<file path="src/rtl/dmem_port_arbiter.sv">
// dmem_port_arbiter: round-robin CPU/debug access to a byte-wide data memory,
// each 32-bit word moved as four big-endian byte beats.
module dmem_port_arbiter #(
    parameter int AW = 5
) (
    input  logic          clk,
    input  logic          rst_n,
    input  logic          c_req,
    input  logic          c_we,
    input  logic [AW-1:0] c_addr,
    input  logic [31:0]   c_wdata,
    output logic          c_ack,
    output logic [31:0]   c_rdata,
    input  logic          d_req,
    input  logic          d_we,
    input  logic [AW-1:0] d_addr,
    input  logic [31:0]   d_wdata,
    output logic          d_ack,
    output logic [31:0]   d_rdata,
    output logic [AW-1:0] mem_addr,
    output logic          mem_we,
    output logic [7:0]    mem_wdata,
    input  logic [7:0]    mem_rdata,
    output logic          busy,
    output logic          grant_id
);
    localparam logic [1:0] IDLE = 2'd0;
    localparam logic [1:0] XFER = 2'd1;
    localparam logic [1:0] DONE = 2'd2;

    logic [1:0]    state_q, state_d;
    logic [1:0]    beat_q, beat_d;
    logic          grant_q, grant_d;
    logic          we_q, we_d;
    logic [AW-1:0] addr_q, addr_d;
    logic [31:0]   wdata_q, wdata_d;
    logic [23:0]   shift_q, shift_d;
    logic [31:0]   c_rdata_q, c_rdata_d;
    logic [31:0]   d_rdata_q, d_rdata_d;
    logic          win, xfer, last;
    logic [31:0]   rword;

    always_comb begin
        // on a tie the port that did not hold the last grant wins
        win       = (c_req && d_req) ? ~grant_q : d_req;
        xfer      = state_q == XFER;
        last      = xfer && beat_q == 2'd3;
        rword     = {shift_q, mem_rdata};
        state_d   = state_q;
        beat_d    = beat_q;
        grant_d   = grant_q;
        we_d      = we_q;
        addr_d    = addr_q;
        wdata_d   = wdata_q;
        shift_d   = shift_q;
        c_rdata_d = c_rdata_q;
        d_rdata_d = d_rdata_q;
        if (state_q == IDLE && (c_req || d_req)) begin
            state_d = XFER;
            beat_d  = 2'd0;
            grant_d = win;
            we_d    = win ? d_we : c_we;
            addr_d  = win ? d_addr : c_addr;
            wdata_d = win ? d_wdata : c_wdata;
        end
        if (xfer) begin
            beat_d  = beat_q + 2'd1;
            shift_d = rword[23:0];
            state_d = last ? DONE : XFER;
        end
        if (last && !we_q) begin
            c_rdata_d = grant_q ? c_rdata_q : rword;
            d_rdata_d = grant_q ? rword : d_rdata_q;
        end
        if (state_q[1])
            state_d = IDLE;
    end

    always_ff @(posedge clk or negedge rst_n) begin
        if (!rst_n) begin
            state_q   <= IDLE;
            beat_q    <= 2'd0;
            grant_q   <= 1'b1;
            we_q      <= 1'b0;
            addr_q    <= '0;
            wdata_q   <= '0;
            shift_q   <= '0;
            c_rdata_q <= '0;
            d_rdata_q <= '0;
        end else begin
            state_q   <= state_d;
            beat_q    <= beat_d;
            grant_q   <= grant_d;
            we_q      <= we_d;
            addr_q    <= addr_d;
            wdata_q   <= wdata_d;
            shift_q   <= shift_d;
            c_rdata_q <= c_rdata_d;
            d_rdata_q <= d_rdata_d;
        end
    end

    assign mem_we    = xfer && we_q;
    assign mem_addr  = xfer ? addr_q + AW'(beat_q) : '0;
    assign mem_wdata = !mem_we         ? 8'h00 :
                       beat_q == 2'd0 ? wdata_q[31:24] :
                       beat_q == 2'd1 ? wdata_q[23:16] :
                       beat_q == 2'd2 ? wdata_q[15:8]  : wdata_q[7:0];
    assign c_ack     = state_q == DONE && !grant_q;
    assign d_ack     = state_q == DONE && grant_q;
    assign c_rdata   = c_rdata_q;
    assign d_rdata   = d_rdata_q;
    assign busy      = state_q != IDLE;
    assign grant_id  = grant_q;
endmodule

</file>
<file path="config.mk">
export PLATFORM = sky130hd
export DESIGN_NAME = dmem_port_arbiter
export DESIGN_NICKNAME = d
export VERILOG_FILES = /design/src/rtl/dmem_port_arbiter.sv
export SDC_FILE = /design/constraint.sdc
export NUM_CORES = 1
export LEC_CHECK = 0
export BUFFER_PORTS_ARGS = -buffer_cell sky130_fd_sc_hd__buf_2
export CORE_MARGIN = 4
export CORE_UTILIZATION = 30
export CTS_CLUSTER_SIZE = 10
export DETAILED_ROUTE_END_ITERATION = 10
export GPL_ROUTABILITY_DRIVEN = 0
export HOLD_SLACK_MARGIN = 0.08
export PLACE_DENSITY = 0.56
export REMOVE_ABC_BUFFERS = 1
export SYNTH_ARGS = -nofsm -noshare
export SYNTH_HDL_FRONTEND = slang
export SYNTH_SLANG_ARGS = --single-unit
</file>
<file path="constraint.sdc">
create_clock -name clk -period 5.3 [get_ports clk]
set_clock_uncertainty 0.2 [all_clocks]
set_input_delay 0.265 -clock clk [delete_from_list [all_inputs] [get_ports clk]]
set_output_delay 0.265 -clock clk [all_outputs]
set_load 0.02 [all_outputs]
</file>
==> results_dict.tcl, run 1 <==
set metrics [dict create \
    status "completed" \
    num_io_pins 170 \
    num-fill-cells 1723 \
    synth_cell_types 34 \
    synth_flop_cell "dfrtp_1" \
    rr_startpoint "grant_id$_DFFE_PN1P_" \
    grt_setup_unrepaired "no" \
    final-max-slew-violation-count 0 \
    drc 0 \
    reg2regPathDepth 5 \
    yosys.area_share.adder_pct 1.64 \
    min_period_over_period_pct 52.2 \
    worst-path-stages 6 \
    setup_viol 0 \
    max_cap_violations 0 \
    clkLatencyLatePin_ns 0.41 \
    rows 50 \
    switching_power_mw 1.98 \
    synth_seq_cells 131 \
    wl_per_cell_um 15.3 \
    busiest_layer "met2" \
    gr-usage-met2_pct 25.0 \
    antenna_found_initial 0 \
    synth_edf_count 0 \
    whs_ns 0.237 \
    num_vias 4314 \
    fin_setup_tns_ns 0 \
    synth_compound_area_share_pct 3.11 \
    p_clk_share_pct 21.9 \
    async_reset_ff_share_pct 100 \
    drtIter0Drc 107 \
    crit_path_top_delay_cell "dfrtp_1" \
    slew_headroom_pct 31.8 \
    endpoint_kind "output pin" \
    synth_cells 440 \
    critPathMaxFanout 5 \
    synthMuxAreaShare_pct 28.5 \
    fmax_mhz 361 \
    synth.avg_cell_area_um2 13.2 \
    seqCellArea_um2 3280 \
    synth_top_family_by_area "multiplexers" \
    swShare_pct 39.2 \
    grt_pass1_vias 4825 \
    synth_largest_area_cell "dfrtp_1" \
    overflow 0 \
    reg2reg_slack_ns 2.75 \
    powerDensity_nw_per_um2 606 \
    max_stage_delay_ns 0.42 \
    clockBufferDepth 2 \
    p_comb_share_pct 42.0 \
    tightest_slew_ns 1.02 \
    via_per_inst 4.44 \
    place_ws_ns 3.01 \
    cts_buffers 17 \
    dieWidth_um 147 \
    path_buf_inv 2 \
    synth.top_cell.area_share_pct 56.1 \
    worstPathRequired_ns 4.84 \
    synth_xor_area_share_pct 0.151 \
    grt_util_met3_pct 2.84 \
    grt_pass1_wl_um 24500 \
    drtPass1Iterations 6 \
    cts_tree "built" \
    cts_root_buffer "clkbuf_16" \
    antenna_left 0 \
    hold_class "in -> async" \
    drive_above_1_share_pct 44.2 \
    leakage_nw 3.97 \
    wl_um 14900 \
    cts.clk_slew.worst_paths_ns 0.07 \
    synthTopCellsByArea "dfrtp_1, mux2_2, mux2_1, nand2_1, mux2i_1" \
    crit_arrival_ns 2.30 \
    yosysMostFrequentCell "dfrtp_1" \
    h-tree-depth 4 \
    track_usage_pct 14.1 \
    ir_drop_v 0.000322 \
    worst_slack_ns 2.53 \
    worstReg2RegEnd "wdata_q[10]$_DFFE_PN0P_" \
    cp_top_family "adder cells" \
    hold_violations 0 \
    start_util_pct 30.8 \
    seqPwrFrac_pct 36.1 \
    synth-simple-area-share_pct 7.14 \
    start_kind "register" \
    dp_hpwl_um 9910 \
    multi_input_area_um2 2360 \
    cp_cell_sequence "ha_1, inv_1, fa_1, or3_1, a21oi_1, buf_2" \
    seq_area_frac_synth_pct 56.5 \
    worstSetupPathType "reg -> out" \
    grt_max_degree 75 \
    die_area_um2 21600 \
    die_y_um 147 \
    portBuffers 169 \
    synth_area_um2 5800 \
    final_nets 792 \
    syn_to_final_growth_pct 43.5 \
    core_um2 18800 \
    ys_warn_count 0 \
    finalCriticalPeriod_ns 2.77 \
    met1_usage_pct 17.0 \
    synth_commonest_cells "dfrtp_1, mux2_2, nand2_1" \
    clock-sinks 131 \
    p_int_mw 3.07 \
]
==> placed cells by master, fill, tap and decap left out, types with 2 or more instances in the layout <==
cell,Yosys,layout
a211oi_1,7,7
a21oi_1,4,4
and2_1,2,2
buf_2,10,168
buf_4,4,6
clkbuf_16,0,17
clkinv_2,0,2
clkinvlp_4,0,6
dfrtp_1,130,130
dlygate4sd3_1,0,87
ha_1,6,6
inv_1,8,8
inv_6,0,4
mux2_1,34,34
mux2_2,102,102
mux2i_1,12,12
nand2_1,77,77
nand2b_1,2,2
nor2_1,5,5
nor3b_1,2,2
o21ai_0,3,3
o22ai_1,7,7
or3_1,2,2
==> worst max path at each step <==
stage | slack, ns | from | end
6_report | 2.53 | beat_q[0]$_DFFE_PN0P_ | mem_addr[4]
5_1_grt | 2.35 | beat_q[0]$_DFFE_PN0P_ | mem_wdata[3]
4_1_cts | 2.55 | beat_q[0]$_DFFE_PN0P_ | mem_wdata[2]
3_5_place_dp | 3.01 | beat_q[0]$_DFFE_PN0P_ | mem_wdata[3]
3_3_place_gp | 3.01 | beat_q[0]$_DFFE_PN0P_ | mem_wdata[3]
2_1_floorplan | 1.91 | state_q[0]$_DFFE_PN0P_ | mem_wdata[3]
==> flip-flops by register name, summed over array words and instances (netlist names) <==
register / flops
addr_q: 5
beat_q: 2
c_rdata: 32
d_rdata: 32
grant_id: 1
shift_q: 24
state_q: 2
wdata_q: 32
we_q: 1
==> power groups by stage <==
stage	logic [mW]	registers [mW]	clock network (mW)
floorplan	1.07	2.05	0
global route	2.32	1.90	1.18
finish	2.12	1.82	1.11
detailed placement	2.05	1.84	0
CTS	2.15	1.83	1.14
global placement	2.00	1.82	0
==> area by class of cell <==
class                      instances  share of cell area (%)
sequential                       131                    39.4
timing repair buffer             262                    21.2
clock buffer                      18                    5.16
clock inverter                    14                    1.55
tap                              260                    3.91
inverter                           8                   0.361
multi-input combinational        277                    28.4
antenna                            1                  0.0301
==> cells by family after synthesis <==
family	after synthesis
buffers and inverters	32
AO/OA/AOI/OAI	27
flip-flops	131
AND/OR/NAND/NOR	94
XOR/XNOR	1
multiplexers	148
adder cells (fa/ha/maj)	7
==> metrics by stage <==
step | power [mW] | area (um2) | std cells | utilization (%)
after floorplan | 3.12 | 5660 | 416 | -
after global placement | 3.82 | 6890 | 851 | 36.6
after detailed placement | 3.89 | 6890 | 851 | 36.6
after CTS | 5.11 | 8320 | 970 | 44.2
after global routing | 5.40 | 8320 | 970 | 44.2
final | 5.05 | 8320 | 971 | 44.2
==> repair_timing <==
item | in CTS | in global routing
hold endpoints to repair | 135 | 0
gates resized for setup | 0 | 0
setup buffers | 0 | 0
hold buffers | 87 | 0
==> layer usage <==
| layer | vias up | share of wire [%] |
|---|---|---|
| li1 | 2042 | - |
| met1 | 2170 | 42 |
| met2 | 82 | 53 |
| met3 | 20 | 3.6 |
| met4 | 0 | 1.8 |
| met5 | - | 0 |
(Power assumes the default switching activity.)
==> inputs of run 2 (changes only) <==
--- a/config.mk
+++ b/config.mk
@@ -12,7 +12,7 @@
 export DETAILED_ROUTE_END_ITERATION = 10
 export GPL_ROUTABILITY_DRIVEN = 0
 export HOLD_SLACK_MARGIN = 0.08
-export PLACE_DENSITY = 0.56
+export PLACE_DENSITY = 0.58
 export REMOVE_ABC_BUFFERS = 1
 export SYNTH_ARGS = -nofsm -noshare
 export SYNTH_HDL_FRONTEND = slang
==> constraint.sdc (replaced) <==
create_clock -name clk -period 2.3 [get_ports clk]
set_clock_uncertainty 0.2 [all_clocks]
set_input_delay 0.115 -clock clk [delete_from_list [all_inputs] [get_ports clk]]
set_output_delay 0.115 -clock clk [all_outputs]
set_load 0.02 [all_outputs]
==> run 2 against run 1 <==
Compared with the run above: worst hold slack got worse by 0.081 ns; highest routed layer unchanged; design area rose by 3.8%; utilization rose by 1.7 points; non-clock buffer count rose by 12; clock power rose by 150%; largest power group unchanged; the flow now finishes with violations (setup timing); critical path depth did not move; power rose by 140%.
==> results_dict.tcl, run 2 (synthesized netlist as in run 1, its figures left out) <==
set metrics [dict create \
    num_vias 4457 \
    endpoint_kind "output pin" \
    clkLatencyLatePin_ns 0.42 \
    h-tree-depth 4 \
    p_comb_share_pct 43.2 \
    ir_drop_v 0.000879 \
    cts_tree "built" \
    max_stage_delay_ns 0.40 \
    overflow 0 \
    num-fill-cells 1684 \
    setup_viol 2 \
    final-max-slew-violation-count 0 \
    syn_to_final_growth_pct 49.0 \
    clock-sinks 131 \
    place_ws_ns 0.112 \
    hold_violations 0 \
    critPathMaxFanout 4 \
    start_kind "register" \
    layout_commonest_cell "buf_2" \
    mostFrequentLayoutCells "buf_2, dfrtp_1, mux2_2, dlygate4sd3_1, nand2_1" \
    fmax_mhz 425 \
    tightest_slew_ns 0.673 \
    wl_um 16200 \
    grt_pass1_wl_um 26000 \
    leakage_nw 4.10 \
    crit_path_top_delay_cell "dfrtp_1" \
    design_area_um2 8640 \
    antenna_left 0 \
    cp_top_family "adder cells" \
    p_int_mw 7.42 \
    dp_hpwl_um 10300 \
    worstHoldPathCells 4 \
    powerDensity_nw_per_um2 1410 \
    cts_buffers 17 \
    finalCriticalPeriod_ns 2.36 \
    violations "setup timing" \
    drive_above_1_share_pct 47.6 \
    cts.clk_slew.worst_paths_ns 0.06 \
    clockBufferDepth 2 \
    min-delay-start "d_req" \
    cp_cell_sequence "ha_2, inv_2, fa_2, or3_4, a21oi_2, buf_6" \
    switching_power_mw 4.75 \
    die_y_um 147 \
    start_util_pct 30.8 \
    grt_pass1_vias 5017 \
    path_buf_inv 2 \
    max_cap_violations 0 \
    worst_slack_ns -0.0556 \
    worstPathRequired_ns 1.99 \
    drc 0 \
    worstSetupPathType "reg -> out" \
    final_core_util_pct 45.9 \
    num_io_pins 170 \
    hold_class "in -> reg" \
    drtPass1Iterations 4 \
    worstReg2RegEnd "wdata_q[22]$_DFFE_PN0P_" \
    cts_root_buffer "clkbuf_16" \
    wl_per_cell_um 16.5 \
    rr_startpoint "grant_id$_DFFE_PN1P_" \
    antenna_found_initial 2 \
    post_dp_cell_area_um2 7010 \
    reg2regPathDepth 4 \
    crit_arrival_ns 2.04 \
    final_nets 804 \
    core_um2 18800 \
    p_clk_share_pct 22.5 \
    via_per_inst 4.53 \
    grt_setup_unrepaired "yes" \
    die_area_um2 21600 \
    seqPwrFrac_pct 34.4 \
    dieWidth_um 147 \
    grt_max_degree 63 \
    min_period_over_period_pct 102 \
    portBuffers 169 \
    rows 50 \
    drtIter0Drc 124 \
    status "finished with violations" \
    slew_headroom_pct 55.0 \
    hold_end "beat_q[1]$_DFFE_PN0P_" \
    reg2reg_slack_ns 0.10 \
    track_usage_pct 15.3 \
    swShare_pct 39.1 \
    fin_setup_tns_ns -0.0699 \
]
[run 2: changes by cell type in the layout (fill, tap and decap cells not counted), moves of 5 or more]
cell        change
a211oi_1        -5
a211oi_2        +5
buf_12          +6
buf_2           -5
buf_4           +8
clkinvlp_4      -5
[run 2: final cells by class]
| cell class | instances | area, um2 | share of cell area (%) |
|---|---|---|---|
| antenna | 2 | 5.00 | 0.0579 |
| clock buffer | 18 | 429 | 4.97 |
| clock inverter | 14 | 165 | 1.91 |
| inverter | 8 | 30.0 | 0.347 |
| multi-input combinational | 277 | 2450 | 28.4 |
| sequential | 131 | 3280 | 37.9 |
| tap | 260 | 325 | 3.76 |
| timing repair buffer | 274 | 1960 | 22.6 |
[run 2: power groups by stage]
| stage | clock [mW] | sequential (mW) | combinational, mW |
|---|---|---|---|
| finish | 2.74 | 4.18 | 5.25 |
| global route | 2.91 | 4.34 | 5.67 |
| CTS | 2.82 | 4.18 | 5.17 |
| detailed placement | 0 | 4.22 | 4.84 |
| global placement | 0 | 4.14 | 4.76 |
| floorplan | 0 | 4.74 | 2.46 |
[run 2: what timing repair did]
item                                    CTS  global route
hold buffers                             89             0
setup buffers                             3             0
gates resized for setup                  20            11
gates cloned                              0             0
endpoints found under the setup margin    9            10
endpoints found under the hold margin   193             0
pin swaps                                 5             4
[run 2: how the worst max path moves through the flow]
| stage | from | endpoint | slack (ns) | cells past startpoint |
|---|---|---|---|---|
| after floorplan | state_q[0]$_DFFE_PN0P_ | mem_wdata[3] | -0.94 | 3 |
| after global placement | grant_id$_DFFE_PN1P_ | wdata_q[13]$_DFFE_PN0P_ | 0.18 | 4 |
| after detailed placement | grant_id$_DFFE_PN1P_ | wdata_q[20]$_DFFE_PN0P_ | 0.11 | 4 |
| after CTS | beat_q[0]$_DFFE_PN0P_ | mem_addr[4] | -0.06 | 6 |
| after global routing | beat_q[0]$_DFFE_PN0P_ | mem_wdata[7] | -0.13 | 6 |
| final | beat_q[0]$_DFFE_PN0P_ | mem_addr[4] | -0.06 | 6 |
[run 2: worst reg2reg max path, cell delays in order, from the launching register on]
cell,delay [ns]
dfstp_2,0.43
a21boi_4,0.57
buf_12,0.27
mux2_2,0.36
mux2_2,0.27
[run 2: through the flow]
step           power (mW)  cells  hold slack, ns
6_report             12.2    984           0.156
5_1_grt              12.9    984           0.197
4_1_cts              12.2    982           0.134
3_5_place_dp         9.05    858          -0.142
3_3_place_gp         8.90    858          -0.146
2_1_floorplan        7.19    416          -0.381
[run 2: layer usage]
| layer | global-route usage, % | vias to the layer above | wire length, um |
|---|---|---|---|
| met1 | 17.7 | 2194 | 6670 |
| met5 | 0 | - | 0 |
| met2 | 25.5 | 135 | 8200 |
| li1 | - | 2068 | - |
| met3 | 3.64 | 60 | 547 |
| met4 | 9.65 | 0 | 828 |
==> inputs of run 3 (changes only) <==
--- a/config.mk
+++ b/config.mk
@@ -14,6 +14,8 @@
 export HOLD_SLACK_MARGIN = 0.08
 export PLACE_DENSITY = 0.58
 export REMOVE_ABC_BUFFERS = 1
+export SETUP_SLACK_MARGIN = 0.4
 export SYNTH_ARGS = -nofsm -noshare
 export SYNTH_HDL_FRONTEND = slang
 export SYNTH_SLANG_ARGS = --single-unit
+export TNS_END_PERCENT = 20
==> run 3 against run 2 <==
Compared with the run above: the flow still finishes with violations (setup timing); critical path depth is 1 higher; worst hold slack gained 0.0018 ns; sequential power up 2%; power is 7.2% higher; first-iteration DRC count up 23%; non-clock buffer count is 8 higher; setup slack better by 0.029 ns; via count rose by 1.3%; die area did not move; clock-buffer cell count stayed put; critical endpoint unchanged.
==> results_dict.tcl, run 3 (synthesized netlist as in run 1, its figures left out) <==
set metrics [dict create \
    clkLatencyLatePin_ns 0.42 \
    drtIter0Drc 152 \
    start_util_pct 30.8 \
    drc 0 \
    grt_pass1_vias 5038 \
    antenna_left 0 \
    max_cap_violations 0 \
    via_per_inst 4.56 \
    status "finished with violations" \
    syn_to_final_growth_pct 56.2 \
    start_kind "register" \
    dp_hpwl_um 10300 \
    die_area_um2 21600 \
    hold_class "in -> reg" \
    clockBufferDepth 2 \
    grt_setup_unrepaired "yes" \
    worstReg2RegEnd "c_rdata[2]$_DFFE_PN0P_" \
    seqPwrFrac_pct 32.8 \
    drive_above_1_share_pct 55.3 \
    p_comb_share_pct 46.2 \
    worstPathRequired_ns 1.99 \
    crit_arrival_ns 2.01 \
    slew_headroom_pct 72.2 \
    min-delay-start "d_req" \
    cts_buffers 17 \
    p_clk_share_pct 21.0 \
    final-max-slew-violation-count 0 \
    max_stage_delay_ns 0.38 \
    antenna_found_initial 0 \
    critPathMaxFanout 3 \
    fmax_mhz 430 \
    mostFrequentLayoutCells "buf_2, dfrtp_1, mux2_2, dlygate4sd3_1, nand2_1" \
    whs_ns 0.158 \
    wl_um 17000 \
    grt_pass1_wl_um 26200 \
    wl_per_cell_um 17.2 \
    ir_drop_v 0.000702 \
    overflow 0 \
    worst_slack_ns -0.0266 \
    h-tree-depth 4 \
    track_usage_pct 15.3 \
    powerDensity_nw_per_um2 1440 \
    num_vias 4516 \
    cts.clk_slew.worst_paths_ns 0.06 \
    layout_commonest_cell "buf_2" \
    p_int_mw 8.02 \
    portBuffers 169 \
    finalCriticalPeriod_ns 2.33 \
    clock-sinks 131 \
    core_um2 18800 \
    cp_cell_sequence "ha_2, inv_2, fa_2, buf_4, o21ai_0, a21oi_2, buf_6" \
    crit_path_top_delay_cell "dfrtp_1" \
    drtPass1Iterations 4 \
    worstSetupPathType "reg -> out" \
    hold_end "beat_q[1]$_DFFE_PN0P_" \
    final_core_util_pct 48.1 \
    reg2regPathDepth 5 \
    endpoint_kind "output pin" \
    num-fill-cells 1647 \
    leakage_nw 4.34 \
    cts_tree "built" \
    min_period_over_period_pct 101 \
    final_nets 812 \
    tightest_slew_ns 0.416 \
    antenna_cells 0 \
    swShare_pct 38.5 \
    die_y_um 147 \
    grt_max_degree 63 \
    num_io_pins 170 \
    rr_startpoint "state_q[1]$_DFF_PN0_" \
    switching_power_mw 5.03 \
    cts_root_buffer "clkbuf_16" \
    rows 50 \
    reg2reg_slack_ns 0.34 \
    hold_violations 0 \
    violations "setup timing" \
    setup_viol 1 \
    worstHoldPathCells 4 \
    dieWidth_um 147 \
]
run 3: timing repair:
item                                   4_1_cts  5_1_grt
cloned                                       0        2
setup endpoints to repair                   83       82
endpoints found under the hold margin      193        0
hold buffers                                88        0
resized for setup                           52       70
pin swaps                                   13       11
setup buffers                                6        4
run 3: how the worst max path moves through the flow:
stage	start	end	slack, ns	cells past startpoint
global placement	grant_id$_DFFE_PN1P_	wdata_q[13]$_DFFE_PN0P_	0.18	4
global route	beat_q[0]$_DFFE_PN0P_	mem_addr[4]	-0.11	6
floorplan	state_q[0]$_DFFE_PN0P_	mem_wdata[3]	-0.94	3
CTS	beat_q[0]$_DFFE_PN0P_	mem_addr[4]	-0.03	6
detailed placement	grant_id$_DFFE_PN1P_	wdata_q[20]$_DFFE_PN0P_	0.11	4
finish	beat_q[0]$_DFFE_PN0P_	mem_addr[4]	-0.03	7
run 3: area by class of cell:
class | instances | area, um2 | area share, %
flip-flops and latches | 131 | 3280 | 36.2
multi-input cells | 277 | 2710 | 29.9
repair buffers | 282 | 2110 | 23.3
clock buffers | 18 | 429 | 4.74
well taps | 260 | 325 | 3.59
clock inverters | 14 | 165 | 1.82
inverters | 8 | 42.5 | 0.470
run 3: critical path, delay by kind of cell, from the launching register on:
kind            cells  cell delay (ns)
fa+ha+maj           2             0.54
flops               1             0.38
compound gates      2             0.35
buf+inv             3             0.34
run 3: per-stage QoR:
step	worst slack, ns	TNS (ns)	instance area [um2]	power [mW]	instances
after floorplan	-0.944	-62.18	5660	7.19	416
after global placement	0.184	0	7010	8.90	858
after detailed placement	0.112	0	7010	9.05	858
after CTS	-0.0347	-0.0347	8740	12.5	984
after global routing	-0.106	-0.192	9060	13.8	990
final	-0.0266	-0.0266	9060	13.0	990
run 3: power groups by stage:
stage	clock network (mW)	registers [mW]	logic, mW
after floorplan	0	4.74	2.46
after global placement	0	4.14	4.76
after detailed placement	0	4.22	4.84
after CTS	2.82	4.22	5.50
after global routing	2.92	4.44	6.46
final	2.74	4.28	6.03
run 3: metal layers:
layer | vias up | routed length (um) | GRT usage [%] | part of all wire, %
li1 | 2086 | - | - | -
met1 | 2242 | 7120 | 18.0 | 42
met2 | 129 | 8580 | 25.7 | 50
met3 | 59 | 571 | 3.76 | 3.4
met4 | 0 | 746 | 8.57 | 4.4
met5 | - | 0 | 0 | 0
